### config.mk
export PLATFORM = sky130hd
export DESIGN_NAME = random_sequence
export DESIGN_NICKNAME = d
export VERILOG_FILES = /design/src/rtl/random_pkg.sv /design/src/rtl/random_sequence_lfsr_core.sv /design/src/rtl/random_sequence.sv
export SDC_FILE = /design/constraint.sdc
export NUM_CORES = 1
export LEC_CHECK = 0
export CORE_ASPECT_RATIO = 0.9
export CORE_MARGIN = 8
export CORE_UTILIZATION = 57
export DETAILED_ROUTE_END_ITERATION = 7
export GPL_ROUTABILITY_DRIVEN = 0
export PLACE_DENSITY = 0.87
export RECOVER_POWER = 50
export SYNTH_ARGS = -nofsm -noshare
export SYNTH_HDL_FRONTEND = slang
export SYNTH_HIERARCHICAL = 1
export SYNTH_SLANG_ARGS = --single-unit
### constraint.sdc
create_clock -name clock -period 1.95 [get_ports clock]
set_clock_uncertainty 0.1 [all_clocks]
set_input_delay 0.585 -clock clock [delete_from_list [all_inputs] [get_ports clock]]
set_output_delay 0.585 -clock clock [all_outputs]
set_load 0.02 [all_outputs]
### src/rtl/random_pkg.sv
// Shared definitions for random_sequence: LFSR tap masks, FSM state encoding
// and the fallback-symbol rule used when every draw attempt is rejected.
package random_pkg;

    localparam logic [0:0] ST_IDLE = 1'b0;
    localparam logic [0:0] ST_DRAW = 1'b1;

    // Maximal-length Fibonacci taps; bit n-1 is set for polynomial tap n.
    function automatic logic [15:0] lfsr_taps(input int width);
        logic [15:0] taps;
        case (width)
            8:       taps = 16'h00B8;
            9:       taps = 16'h0110;
            10:      taps = 16'h0240;
            11:      taps = 16'h0500;
            12:      taps = 16'h0829;
            13:      taps = 16'h100D;
            14:      taps = 16'h2015;
            15:      taps = 16'h6000;
            default: taps = 16'hD008;
        endcase
        return taps;
    endfunction

    // (last + 1) mod num_symbols, written as a compare so no divider is built.
    function automatic int unsigned fallback_symbol(input int unsigned last,
                                                    input logic        has_last,
                                                    input int unsigned num_symbols);
        if (!has_last) begin
            return 0;
        end
        return (last + 1 >= num_symbols) ? 0 : last + 1;
    endfunction

endpackage

### src/rtl/random_sequence_lfsr_core.sv
// Free-running Fibonacci LFSR; steps every clock and escapes the all-zero
// lock-up state by jumping to 1.
module lfsr_core
    import random_pkg::*;
#(
    parameter int               WIDTH = 8,
    parameter logic [WIDTH-1:0] SEED  = WIDTH'(1)
) (
    input  logic             clock,
    input  logic             reset,
    output logic [WIDTH-1:0] lfsr
);
    localparam logic [WIDTH-1:0] TAPS        = WIDTH'(lfsr_taps(WIDTH));
    localparam logic [WIDTH-1:0] RESET_VALUE = (SEED == {WIDTH{1'b0}}) ? {WIDTH{1'b1}} : SEED;

    logic [WIDTH-1:0] state_q;
    logic [WIDTH-1:0] state_d;

    always_comb begin
        if (state_q == {WIDTH{1'b0}}) begin
            state_d = {{(WIDTH-1){1'b0}}, 1'b1};
        end else begin
            state_d = {state_q[WIDTH-2:0], ^(state_q & TAPS)};
        end
    end

    always_ff @(posedge clock or posedge reset) begin
        if (reset) begin
            state_q <= RESET_VALUE;
        end else begin
            state_q <= state_d;
        end
    end

    assign lfsr = state_q;

endmodule

### src/rtl/random_sequence.sv
// Growing random-symbol sequence: draws symbols from a free-running LFSR on
// request and appends them to a length-masked buffer readable by index.
module random_sequence
    import random_pkg::*;
#(
    parameter int                    SYM_WIDTH   = 3,
    parameter int                    NUM_SYMBOLS = 8,
    parameter int                    LFSR_WIDTH  = 8,
    parameter logic [LFSR_WIDTH-1:0] SEED        = LFSR_WIDTH'(1),
    parameter int                    DEPTH       = 16,
    parameter int                    NO_REPEAT   = 0,
    parameter int                    MAX_TRIES   = 8,
    localparam int                   IDX_W       = $clog2(DEPTH),
    localparam int                   LEN_W       = $clog2(DEPTH + 1)
) (
    input  logic                 clock,
    input  logic                 reset,
    input  logic                 clear,
    input  logic                 append,
    input  logic [IDX_W-1:0]     rd_index,
    output logic [SYM_WIDTH-1:0] rd_symbol,
    output logic [SYM_WIDTH-1:0] last_symbol,
    output logic [LEN_W-1:0]     length,
    output logic                 busy,
    output logic                 full,
    output logic                 append_done,
    output logic                 overflow
);
    // Handshake: append is a request sampled only while idle (busy low); it is
    // answered by exactly one append_done or overflow pulse, never queued.
    localparam int               TRY_W     = $clog2(MAX_TRIES + 1);
    localparam logic [TRY_W-1:0] LAST_TRY  = TRY_W'(MAX_TRIES - 1);
    localparam logic [LEN_W-1:0] DEPTH_LEN = LEN_W'(DEPTH);

    logic [LFSR_WIDTH-1:0] lfsr_state;
    logic                  unused_lfsr_bits;
    logic [SYM_WIDTH-1:0]  candidate;
    logic [SYM_WIDTH-1:0]  fallback;
    logic [SYM_WIDTH-1:0]  wr_symbol;
    logic                  cand_accept;
    logic                  mem_we;

    logic [0:0]           state_q, state_d;
    logic [LEN_W-1:0]     length_q, length_d;
    logic [SYM_WIDTH-1:0] last_q, last_d;
    logic [TRY_W-1:0]     tries_q, tries_d;
    logic                 done_q, done_d;
    logic                 ovf_q, ovf_d;
    logic [SYM_WIDTH-1:0] rd_q, rd_d;

    logic [SYM_WIDTH-1:0] mem [DEPTH];

    lfsr_core #(
        .WIDTH (LFSR_WIDTH),
        .SEED  (SEED)
    ) u_lfsr (
        .clock (clock),
        .reset (reset),
        .lfsr  (lfsr_state)
    );

    assign unused_lfsr_bits = ^lfsr_state;
    assign candidate = lfsr_state[SYM_WIDTH-1:0] ^ lfsr_state[LFSR_WIDTH-1 -: SYM_WIDTH];
    assign fallback  = SYM_WIDTH'(fallback_symbol(32'(last_q), length_q != '0, NUM_SYMBOLS));
    assign full      = (length_q == DEPTH_LEN);

    always_comb begin
        cand_accept = (int'(candidate) < NUM_SYMBOLS) &&
                      !((NO_REPEAT != 0) && (length_q != '0) && (candidate == last_q));
        wr_symbol   = cand_accept ? candidate : fallback;
    end

    always_comb begin
        state_d  = state_q;
        length_d = length_q;
        last_d   = last_q;
        tries_d  = tries_q;
        done_d   = 1'b0;
        ovf_d    = 1'b0;
        mem_we   = 1'b0;
        case (state_q)
            ST_IDLE: begin
                if (append && !full) begin
                    state_d = ST_DRAW;
                    tries_d = '0;
                end else if (append) begin
                    ovf_d = 1'b1;
                end
            end
            default: begin
                if (cand_accept || (tries_q == LAST_TRY)) begin
                    mem_we   = 1'b1;
                    length_d = length_q + 1'b1;
                    last_d   = wr_symbol;
                    done_d   = 1'b1;
                    state_d  = ST_IDLE;
                end else begin
                    tries_d = tries_q + 1'b1;
                end
            end
        endcase
        // Clear overrides everything, including a draw completing this cycle.
        if (clear) begin
            state_d  = ST_IDLE;
            length_d = '0;
            last_d   = '0;
            tries_d  = '0;
            done_d   = 1'b0;
            ovf_d    = 1'b0;
            mem_we   = 1'b0;
        end
        rd_d = (LEN_W'(rd_index) < length_q) ? mem[rd_index] : '0;
    end

    always_ff @(posedge clock or posedge reset) begin
        if (reset) begin
            state_q  <= ST_IDLE;
            length_q <= '0;
            last_q   <= '0;
            tries_q  <= '0;
            done_q   <= 1'b0;
            ovf_q    <= 1'b0;
            rd_q     <= '0;
        end else begin
            state_q  <= state_d;
            length_q <= length_d;
            last_q   <= last_d;
            tries_q  <= tries_d;
            done_q   <= done_d;
            ovf_q    <= ovf_d;
            rd_q     <= rd_d;
        end
    end

    // Buffer contents are never reset; length masks stale entries on read.
    always_ff @(posedge clock) begin
        if (mem_we) begin
            mem[length_q[IDX_W-1:0]] <= wr_symbol;
        end
    end

    assign rd_symbol   = rd_q;
    assign last_symbol = last_q;
    assign length      = length_q;
    assign busy        = (state_q == ST_DRAW);
    assign append_done = done_q;
    assign overflow    = ovf_q;

endmodule

* After elaboration in Yosys (flattened, before gate mapping)
Memory sizes are Yosys's and may differ from the RTL's.
Cells that the tools add are included.
** Cells by class
- Add/sub/neg operators :: 1
- Magnitude comparators :: 1
- Eq/ne operators :: 1
- Multiplexer cells :: 17
- Bitwise gates (word level) :: 1
- Reduce and logical (&&, ||, !) cells :: 5
** Operator list (count)
- $mux W1 :: 11
- $mux W5 :: 2
- $mux W3 :: 3
- $logic_not A8 Y1 :: 1
- $mux W8 :: 1
- $reduce_xor A8 Y1 :: 1
- $add A5 B1 Y5 const B :: 1
- $eq A5 B5 Y1 const B :: 1
- $lt A4 B5 Y1 :: 1
- $xor A3 B3 Y3 :: 1
- $reduce_bool A2 Y1 :: 1
- $logic_and A1 B1 Y1 :: 1
- $logic_not A1 Y1 :: 1
** Storage, ports and cells
- Register bits after elaboration :: 22
- Bits in writable memories :: 48
- Output and inout port bits :: 15
- Memories :: 1
** Memory list
- mem :: depth 16, width 3, read ports 1, clocked after Yosys merged registers in 0, write ports 1, line random_sequence.sv:51 : logic [SYM_WIDTH-1:0] mem [DEPTH];

* Logic depth before layout (Yosys ltp)
Gate-level depths: netlist of the first run.
- Word-level depth :: 6
- Depth in mapped cells :: 5
- Mapped depth without buffers :: 5

* By module
The synthesis of the first run kept the hierarchy.
** By module, submodules not included
- random_sequence :: instances 1, cells each 159, area an instance 2695.1 µm², seq. area each 1791.7 µm²
- lfsr_core :: instances 1, cells each 23, area an instance 299.0 µm², seq. area each 201.4 µm²

* Least setup slack after synthesis of the first run
No wires, ideal clock.
- Path kind :: flip-flop to output port
- Start point :: reg length_q[0] (netlist: length[0])
- End point :: out full
- Data arrival time :: 1480 ps
- Path slack :: -215 ps
- Stages on the path, launching flop included :: 5
- Path buffers :: 0
- Cell sequence :: dfrtp_1 inv_1 ha_1 nand2_1 nor3b_1
** On the way
- Cells in the longest elaborated chain, start to end :: 1
** Ends and longest elaborated chain
- start: declaration :: line random_sequence.sv:44 : logic [LEN_W-1:0] length_q, length_d;
- start signal: assignment :: line random_sequence.sv:126 : length_q <= length_d;
- $eq A5 B5 Y1 :: line random_sequence.sv:65 : assign full = (length_q == DEPTH_LEN);
- end: declaration :: line random_sequence.sv:25 : output logic full,
Every way passes these cells.

* Final worst setup path of the first run
- Start point :: reg length_q[1] (netlist: length[1])
- End point :: out full
The elaborated chain is that of the path after synthesis.

==> impl_metrics.csv, run 1 <==
group,metric,value,unit
clocking,tritoncts,"built",
timing,layout_setup_ws,-0.118,ns
global_routing,grt_max_degree,18,
synth,muxShareOfSynthArea,15.0,%
run,maxCapViolCount,0,
synth,synth_cells,182,
die,die_w,92.4,µm
global_routing,antenna_found_initial,0,
synth,netlist_area,2990,µm²
worst_setup_path,rrSetupSlack,0.19,ns
route,wl_per_cell,19.5,µm
die,core_area,5160,µm²
final_layout,stdcell_count,302,
synth,avgSynthCellArea,16.5,µm²
worst_setup_path,cpLargestDelayFamily,"flip-flops",
worst_setup_path,cpPeakStageDelay,0.39,ns
timing,rsz0062_at_grt,"yes",
placed_design,port_buffers,22,
final_layout,finish.instance_area,3670,µm²
synth,yosys_warnings,6,
global_routing,grt.total_usage,15.7,%
synth,synth_fa_ha_area_share,3.34,%
clocking,clk_latency,0.34,ns
die,dieHeight,84.8,µm
route,routed_wl,5880,µm
run_status,violations,"setup timing",
power_and_ir_drop,p_leak,1.52,nW
timing,fmax,484,MHz
placed_design,hpwl,4210,µm
run_status,status,"complete, but fails checks",
timing,final_max_slew_viol_count,0,
worst_setup_path,arrival,1.38,ns
final_layout,diodes,0,
timing,min_period_over_period,106,%
timing,timing.hold.ws,0.337,ns
final_layout,drive_gt1_share,22.1,%
clocking,htree_levels,3,
synth,ys_ff_latch,70,
clocking,clk_pin_slew,0.07,ns
final_layout,fillers,330,
worst_setup_path,crit_fanout,2,
placed_design,dpl.cell_count,282,
die,dieArea,7830,µm²
placed_design,place_area,3420,µm²
synth,synth_compound_area_share,1.63,%
global_routing,grt_pass1_wl,9200,µm
synth,yosysUniqueCellTypes,27,
synth,synth_ff_type,"edfxtp_1",
timing,worst_slew_pin_slew,0.882,ns
global_routing,grt-ovfl-total,0,
final_layout,multi_input_area,945,µm²
synth,yosysSeqAreaShare,66.6,%
worst_setup_path,start_kind,"register",
timing,slew_headroom,41.2,%
final_layout,ff_latch_area,1990,µm²
synth,synthSimpleGateAreaFrac,7.44,%
clocking,root_buffer,"clkbuf_8",
timing,setup_viol_count_final,11,
route,vias,1728,
route,drt_iter0_drc,215,
final_layout,syn_to_final_growth,22.6,%
power_and_ir_drop,power.density,801,nW/µm²
final_layout,finish.net_count,246,
hold_path,min-delay-path-class,"register to register",
die,pin_count,23,
power_and_ir_drop,ir_worst_vdd,630,µV
clocking,numCtsBuffers,9,
synth,synth_top_family_by_area,"multiplexers",
clocking,cts_sinks,70,
synth,synth-xor-area-share,2.84,%
die,rows,25,
route,drtAntennaViolNets,0,
worst_setup_path,crit_chain,"inv_2 > ha_4 > nand2_4 > nor3b_4 > buf_6",
timing,layout_min_cycle_time,2.07,ns
die,initial_core_util,58.0,%
global_routing,first_global_vias,1746,
clocking,cts_buffer_depth,2,
worst_setup_path,endpoint_kind,"output port",
route,route.detailed.drc,0,
route,first_pass_iters,4,
timing,hold_viol,0,
route,post_drt_via_cell_ratio,5.72,
timing,tns,-0.250,ns
worst_setup_path,cp.required,1.26,ns
worst_setup_path,crit_slowest_cell,"dfrtp_1",
power_and_ir_drop,total_power,2.94,mW
synth,synth_nets,198,
worst_setup_path,crit_type,"register to output port",
synth,ys_async_sr_fraction,31.4,%
synth,synth_edf_count,48,
worst_setup_path,crit_buf_inv,2,
through the flow:
stage / worst slack (ns) / utilization (%)
2_1_floorplan: 0.00502 / -
3_3_place_gp: -0.493 / 66.2
3_5_place_dp: -0.518 / 66.2
4_1_cts: -0.138 / 70.4
5_1_grt: -0.169 / 71.2
6_report: -0.118 / 71.2
sequential cells by signal, indices dropped and copies added (netlist names):
signal / cells
u_lfsr/lfsr: 8
length: 5
mem: 48
overflow: 1
last_symbol: 3
rd_symbol: 3
append_done: 1
busy: 1
cells in the mapped netlist, drive strengths merged (3+ instances only):
cell type | instances | area [µm²]
edfxtp | 48 | 1440
dfrtp | 21 | 526
nor2 | 16 | 60.1
and3 | 13 | 81.3
mux4 | 12 | 315
mux2i | 10 | 100
ha | 8 | 100
clkbuf | 7 | 26.3
inv | 7 | 26.3
nand2 | 6 | 22.5
a21oi | 5 | 25.0
buf | 4 | 38.8
xor2 | 4 | 35.0
mux2 | 3 | 33.8
xnor2 | 3 | 26.3
per-layer routing:
metal  track usage, %  vias up  share of wire, %
met3             3.92       18               6.5
met4             9.21        0               3.3
met1             18.8      862                41
met2             25.1       70                49
li1                 -      778                 -
met5                0        -                 0
power breakdown:
group / leakage (nW) / total, mW / switching, mW / internal, mW
combinational: 0.725 / 0.200 / 0.0966 / 0.103
clock: 0.0920 / 1.15 / 0.531 / 0.618
sequential: 0.706 / 1.59 / 0.00616 / 1.59
final cells by class:
| class | instances | area share (%) |
|---|---|---|
| clock buffers | 10 | 3.75 |
| flip-flops and latches | 70 | 54.3 |
| repair buffers | 48 | 11.5 |
| well taps | 67 | 2.28 |
| multi-input cells | 93 | 25.7 |
| inverters | 8 | 0.818 |
| clock inverters | 6 | 1.67 |
final timing paths:
path                       cells past startpoint                      from                         end
setup / recovery                               5     length[1]$_DFFE_PP0P_                        full
hold / removal                                 0  u_lfsr/lfsr[0]$_DFF_PP1_    u_lfsr/lfsr[1]$_DFF_PP0_
setup reg to reg                               4  u_lfsr/lfsr[0]$_DFF_PP1_  last_symbol[0]$_DFFE_PP0P_
hold reg to reg                                0  u_lfsr/lfsr[0]$_DFF_PP1_    u_lfsr/lfsr[1]$_DFF_PP0_
max in group asynchronous                      3                     reset       length[0]$_DFFE_PP0P_
min in group asynchronous                      2                     reset    u_lfsr/lfsr[4]$_DFF_PP0_
what timing repair did:
action,4_1_cts,5_1_grt
hold buffers,0,0
buffers inserted,0,3
gates cloned,1,0
endpoints found under the setup margin,18,22
resized for setup,27,8
pin swaps,1,3
cell usage in the layout (no fill, tap or decap), types with 2 or more instances in the layout:
master           Yosys  layout
and2_1               2       2
nand2_1              6       5
a21o_1               2       2
nor2_1              16      16
mux4_2               0       2
clkbuf_1             7       3
and3_1              13      13
xnor2_1              3       3
dfrtp_1             21      21
xor2_2               0       2
clkbuf_8             0      10
dlygate4sd3_1        0       2
nand4_1              2       2
inv_1                7       5
mux2i_1             10      10
a21oi_1              5       5
dlygate4sd2_1        0      13
inv_2                0       2
edfxtp_1            48      48
ha_1                 8       7
xor2_1               4       2
buf_4                0      21
clkdlybuf4s50_1      0       4
mux2_2               3       3
clkinvlp_4           0       3
clkinv_1             1       2
mux4_1              12      10
cell families after synthesis:
family,count (synthesis)
xor+xnor,8
buf+inv,19
simple gates,44
flops,70
fa+ha+maj,8
compound gates,8
mux,25
(Power assumes the default switching activity.)
==> run 2, diff against run 1 <==
--- a/config.mk
+++ b/config.mk
@@ -8,6 +8,7 @@
 export CORE_ASPECT_RATIO = 0.9
 export CORE_MARGIN = 8
 export CORE_UTILIZATION = 57
+export CTS_BUF_LIST = sky130_fd_sc_hd__clkbuf_16
 export DETAILED_ROUTE_END_ITERATION = 7
 export GPL_ROUTABILITY_DRIVEN = 0
 export PLACE_DENSITY = 0.87
==> run 2 against run 1 <==
Compared with the run above: the flow still finishes with violations (setup timing); maximum frequency up 0.43%; routed wire length is 4.4% higher; sequential power about the same; combinational power up 2%; via count is 2.0% lower; clock-buffer cell count down 1; final cell count increased by 0.33%; non-clock buffer count rose by 1; die area stayed put; worst hold slack worse by 0.0025 ns; first-iteration DRC count grew 2.8%.
==> impl_metrics.csv, run 2 (synthesis gave the netlist of run 1 again) <==
group,metric,value,unit
global_routing,first_global_vias,1761,
global_routing,antenna_found_initial,0,
final_layout,largest_reg_flops,48,
route,wl_per_cell,20.3,µm
final_layout,finish.net_count,247,
power_and_ir_drop,p_leak,1.58,nW
final_layout,final_cell_mix,"edfxtp_1, buf_4, dfrtp_1",
worst_setup_path,endpoint_kind,"output port",
clocking,root_buffer,"clkbuf_16",
power_and_ir_drop,total_power,3.36,mW
timing,rsz0062_at_grt,"yes",
die,core_area,5160,µm²
timing,worst_slew_pin_slew,0.869,ns
worst_setup_path,crit_buf_inv,2,
route,first_pass_iters,4,
die,initial_core_util,58.0,%
route,wirelength_met1,2460,µm
global_routing,grt_pass1_wl,9620,µm
route,wl_met3,496,µm
final_layout,syn_to_final_growth,26.1,%
route,routed_wl,6140,µm
timing,tns,-1.60,ns
global_routing,grt.total_usage,16.6,%
die,rows,25,
clocking,htree_levels,3,
timing,layout_setup_ws,-0.109,ns
route,drtAntennaViolNets,0,
power_and_ir_drop,ir_worst_vdd,656,µV
timing,final_max_slew_viol_count,0,
worst_setup_path,cp.required,1.26,ns
global_routing,grt_max_degree,18,
final_layout,diodes,0,
placed_design,port_buffers,22,
die,dieHeight,84.8,µm
route,top_layer,"met4",
route,post_drt_via_cell_ratio,5.59,
route,vias,1694,
clocking,clk_pin_slew,0.06,ns
worst_setup_path,start_kind,"register",
worst_setup_path,cpLargestDelayFamily,"flip-flops",
final_layout,final_common_cell,"edfxtp_1",
global_routing,grt-ovfl-total,0,
power_and_ir_drop,power.density,890,nW/µm²
timing,layout_min_cycle_time,2.06,ns
die,pin_count,23,
worst_setup_path,cpPeakStageDelay,0.39,ns
timing,min_period_over_period,106,%
timing,fmax,486,MHz
hold_path,min-delay-path-class,"register to register",
die,dieArea,7830,µm²
final_layout,drive_gt1_share,22.0,%
timing,slew_headroom,42.0,%
timing,hold_viol,0,
placed_design,hpwl,4210,µm
die,die_w,92.4,µm
clocking,clk_latency,0.33,ns
final_layout,finish.instance_area,3770,µm²
route,route.detailed.drc,0,
run_status,status,"complete, but fails checks",
run,maxCapViolCount,0,
clocking,numCtsBuffers,9,
placed_design,place_area,3420,µm²
clocking,cts_buffer_depth,2,
timing,setup_viol_count_final,37,
route,drt_iter0_drc,221,
worst_setup_path,crit_slowest_cell,"dfrtp_1",
clocking,tritoncts,"built",
worst_setup_path,crit_type,"register to output port",
worst_setup_path,arrival,1.37,ns
clocking,cts_sinks,70,
worst_setup_path,crit_fanout,2,
worst_setup_path,crit_chain,"inv_2 > ha_4 > nand2_4 > nor3b_4 > buf_6",
run_status,violations,"setup timing",
route,dr_wl_met2,3050,µm
==> run 2: changes by cell type in the layout (fill, tap and decap cells not counted) <==
cell            change
clkbuf_8           -10
clkbuf_16           +9
buf_4               +1
clkinv_1            +1
dlygate4sd2_1       -1
dlymetal6s2s_1      +1
==> run 2: routing by layer <==
layer,vias to the layer above,GRT usage (%)
li1,785,-
met1,829,19.7
met2,67,26.6
met3,13,5.79
met4,0,7.31
met5,-,0
==> run 2: area by class of cell <==
type	instances	area, µm²
flip-flops and latches	70	1990
inverters	8	30.0
clock buffers	9	225
well taps	67	83.8
clock inverters	7	65.1
multi-input cells	93	945
fillers	326	1390
repair buffers	49	433
==> run 2: stage by stage <==
| stage | std cells | worst slack [ns] | utilization [%] | hold slack, ns |
|---|---|---|---|---|
| after floorplan | 182 | 0.00502 | - | 0.300 |
| after global placement | 282 | -0.493 | 66.2 | 0.298 |
| after detailed placement | 282 | -0.518 | 66.2 | 0.312 |
| after CTS | 299 | -0.133 | 72.2 | 0.319 |
| after global routing | 303 | -0.170 | 73.1 | 0.344 |
| final | 303 | -0.109 | 73.1 | 0.335 |
==> run 2: report_power, final <==
| part | total (mW) | leakage (nW) | internal [mW] | switching, mW |
|---|---|---|---|---|
| clock | 1.56 | 0.133 | 0.976 | 0.585 |
| combinational | 0.204 | 0.741 | 0.106 | 0.0979 |
| sequential | 1.60 | 0.706 | 1.59 | 0.00636 |
==> run 2: repair_timing <==
action | 4_1_cts | 5_1_grt
gates cloned | 1 | 0
setup endpoints to repair | 17 | 25
buffers inserted | 0 | 4
hold buffers | 0 | 0
endpoints found under the hold margin | 0 | 0
pin swaps | 1 | 2
resized for setup | 26 | 9
==> run 2: worst paths after layout <==
path / endpoint / from / depth (start not counted) / slack (ns)
setup / recovery: full / length[1]$_DFFE_PP0P_ / 5 / -0.11
hold / removal: u_lfsr/lfsr[1]$_DFF_PP0_ / u_lfsr/lfsr[0]$_DFF_PP1_ / 0 / 0.33
setup reg to reg: last_symbol[0]$_DFFE_PP0P_ / u_lfsr/lfsr[0]$_DFF_PP1_ / 4 / 0.21
hold reg to reg: u_lfsr/lfsr[1]$_DFF_PP0_ / u_lfsr/lfsr[0]$_DFF_PP1_ / 0 / 0.33
max in group asynchronous: rd_symbol[1]$_DFF_PP0_ / reset / 3 / 0.35
min in group asynchronous: u_lfsr/lfsr[3]$_DFF_PP0_ / reset / 2 / 0.56
==> run 3, diff against run 2 <==
--- a/config.mk
+++ b/config.mk
@@ -7,11 +7,11 @@
 export LEC_CHECK = 0
 export CORE_ASPECT_RATIO = 0.9
 export CORE_MARGIN = 8
-export CORE_UTILIZATION = 57
+export CORE_UTILIZATION = 52
 export CTS_BUF_LIST = sky130_fd_sc_hd__clkbuf_16
 export DETAILED_ROUTE_END_ITERATION = 7
 export GPL_ROUTABILITY_DRIVEN = 0
-export PLACE_DENSITY = 0.87
+export PLACE_DENSITY = 0.84
 export RECOVER_POWER = 50
 export SYNTH_ARGS = -nofsm -noshare
 export SYNTH_HDL_FRONTEND = slang
==> constraint.sdc (replaced) <==
create_clock -name clock -period 1.7 [get_ports clock]
set_clock_uncertainty 0.1 [all_clocks]
set_input_delay 0.51 -clock clock [delete_from_list [all_inputs] [get_ports clock]]
set_output_delay 0.51 -clock clock [all_outputs]
set_load 0.02 [all_outputs]
==> run 3 against run 2 <==
Compared with the run above: the flow still finishes with violations (setup timing); via count up 1.3%; sequential power up 14%; worst hold slack worse by 0.0019 ns; non-clock buffer count up 5; sequential share of layout area down 0.54 points; flip-flop and latch count unchanged; global-route usage up 0.50 points; utilization down 5.2 points; power up 19%; worst setup slack worse by 0.20 ns; largest power group is now the clock network.
==> impl_metrics.csv, run 3 (synthesis gave the netlist of run 1 again) <==
group,metric,value,unit
clocking,cts_sinks,70,
final_layout,final_common_cell,"edfxtp_1",
route,routed_wl,6600,µm
timing,final_max_slew_viol_count,0,
worst_setup_path,cp.required,1.09,ns
global_routing,grt-ovfl-total,0,
timing,min_period_over_period,118,%
hold_path,min-delay-path-class,"register to register",
global_routing,grt_max_degree,18,
timing,layout_setup_ws,-0.309,ns
power_and_ir_drop,power.density,1040,nW/µm²
route,vias,1716,
global_routing,grt.total_usage,17.1,%
run,maxCapViolCount,0,
worst_setup_path,arrival,1.40,ns
final_layout,finish.instance_area,3820,µm²
timing,hold_viol,0,
power_and_ir_drop,p_clk_share,48.1,%
global_routing,antenna_found_initial,0,
worst_setup_path,crit_type,"register to output port",
worst_setup_path,crit_fanout,2,
power_and_ir_drop,ir_worst_vdd,655,µV
final_layout,stdcell_count,311,
final_layout,syn_to_final_growth,27.6,%
placed_design,port_buffers,22,
placed_design,place_area,3480,µm²
worst_setup_path,cpPeakStageDelay,0.40,ns
worst_setup_path,rr_worst_depth,6,
global_routing,grt-busiest-layer,"met2",
route,first_pass_iters,4,
global_routing,use_met1,19.7,%
timing,rsz0062_at_grt,"yes",
die,pin_count,23,
final_layout,finish.net_count,252,
power_and_ir_drop,p_leak,1.58,nW
worst_setup_path,endpoint_kind,"output port",
route,post_drt_via_cell_ratio,5.52,
clocking,tritoncts,"built",
die,die_w,96.0,µm
die,initial_core_util,53.2,%
timing,layout_min_cycle_time,2.01,ns
final_layout,largest_reg_flops,48,
power_and_ir_drop,combPwrFrac,6.0,%
clocking,htree_levels,3,
clocking,clk_latency,0.33,ns
die,core_area,5630,µm²
route,route.detailed.drc,0,
final_layout,final_util,67.9,%
timing,setup_viol_count_final,46,
power_and_ir_drop,netSwitchingPower,786,µW
die,dieHeight,88.0,µm
worst_setup_path,start_kind,"register",
global_routing,grt_pass1_wl,10200,µm
global_routing,use_met2,28.1,%
final_layout,drive_gt1_share,34.4,%
clocking,clk_pin_slew,0.06,ns
clocking,hold_buffers,0,
clocking,numCtsBuffers,9,
route,wl_per_cell,21.2,µm
timing,slew_headroom,54.3,%
timing,fmax,498,MHz
route,drt_iter0_drc,120,
die,dieArea,8450,µm²
worst_setup_path,crit_slowest_cell,"dfrtp_2",
clocking,root_buffer,"clkbuf_16",
power_and_ir_drop,p_int,3.20,mW
global_routing,gr-usage-met3,5.14,%
power_and_ir_drop,power_frac_seq,45.9,%
power_and_ir_drop,swShare,19.7,%
final_layout,diodes,0,
die,rows,26,
worst_setup_path,crit_chain,"inv_2 > ha_4 > nand2_4 > nor3b_4 > buf_6",
hold_path,hold_depth,0,
run_status,status,"complete, but fails checks",
final_layout,final_cell_mix,"edfxtp_1, buf_4, dfrtp_1",
timing,worst_slew_pin_slew,0.685,ns
global_routing,first_global_vias,1855,
placed_design,hpwl,4430,µm
route,drtAntennaViolNets,0,
placed_design,dpl.cell_count,291,
clocking,cts_buffer_depth,2,
run_status,violations,"setup timing",
==> run 3: metal layers <==
layer | vias up | routed length, µm
li1 | 784 | -
met1 | 855 | 2600
met2 | 63 | 3470
met3 | 14 | 361
met4 | 0 | 169
met5 | - | 0
==> run 3: power by group through the flow <==
| stage | logic [mW] | clock network (mW) | registers, mW |
|---|---|---|---|
| after floorplan | 0.102 | 0 | 1.88 |
| after global placement | 0.216 | 0 | 1.86 |
| after detailed placement | 0.223 | 0 | 1.86 |
| after CTS | 0.243 | 1.94 | 1.83 |
| after global routing | 0.259 | 2.00 | 1.83 |
| final | 0.241 | 1.92 | 1.83 |
==> run 3: cell type report <==
| cell class | count | area (µm²) |
|---|---|---|
| Timing Repair Buffer | 54 | 440 |
| Tap cell | 70 | 87.6 |
| Clock buffer | 9 | 225 |
| Inverter | 8 | 30.0 |
| Clock inverter | 7 | 81.3 |
| Sequential cell | 70 | 2000 |
| Fill cell | 384 | 1810 |
| Multi-Input combinational cell | 93 | 960 |
==> run 3: worst max-delay path: cells and delay by family, from the launching register on <==
family,cells,cell delay [ns]
buf+inv,2,0.24
flops,1,0.40
fa+ha+maj,1,0.15
simple gates,2,0.28
==> run 3: worst paths after layout <==
path	start	endpoint	slack, ns
max	length[1]$_DFFE_PP0P_	full	-0.31
min	u_lfsr/lfsr[2]$_DFF_PP0_	u_lfsr/lfsr[3]$_DFF_PP0_	0.33
max reg2reg	length[1]$_DFFE_PP0P_	rd_symbol[0]$_DFF_PP0_	0.06
min reg2reg	u_lfsr/lfsr[2]$_DFF_PP0_	u_lfsr/lfsr[3]$_DFF_PP0_	0.33
max in group asynchronous	reset	length[2]$_DFFE_PP0P_	0.58
min in group asynchronous	reset	u_lfsr/lfsr[1]$_DFF_PP0_	0.48
==> run 3: repair_timing <==
action	in CTS	in global routing
gates cloned	1	0
endpoints found under the setup margin	74	33
buffers inserted	3	1
gates resized for setup	68	6
pin swaps	5	1
==> run 3: per-stage QoR <==
step / setup TNS [ns] / worst slack [ns] / total power [mW] / hold WS (ns)
5_1_grt: -4.58 / -0.351 / 4.09 / 0.352
3_3_place_gp: -16.21 / -0.697 / 2.08 / 0.308
6_report: -2.97 / -0.309 / 3.99 / 0.333
2_1_floorplan: -0.0174 / -0.0174 / 1.98 / 0.225
3_5_place_dp: -20.20 / -0.722 / 2.09 / 0.320
4_1_cts: -0.307 / -0.307 / 4.01 / 0.324
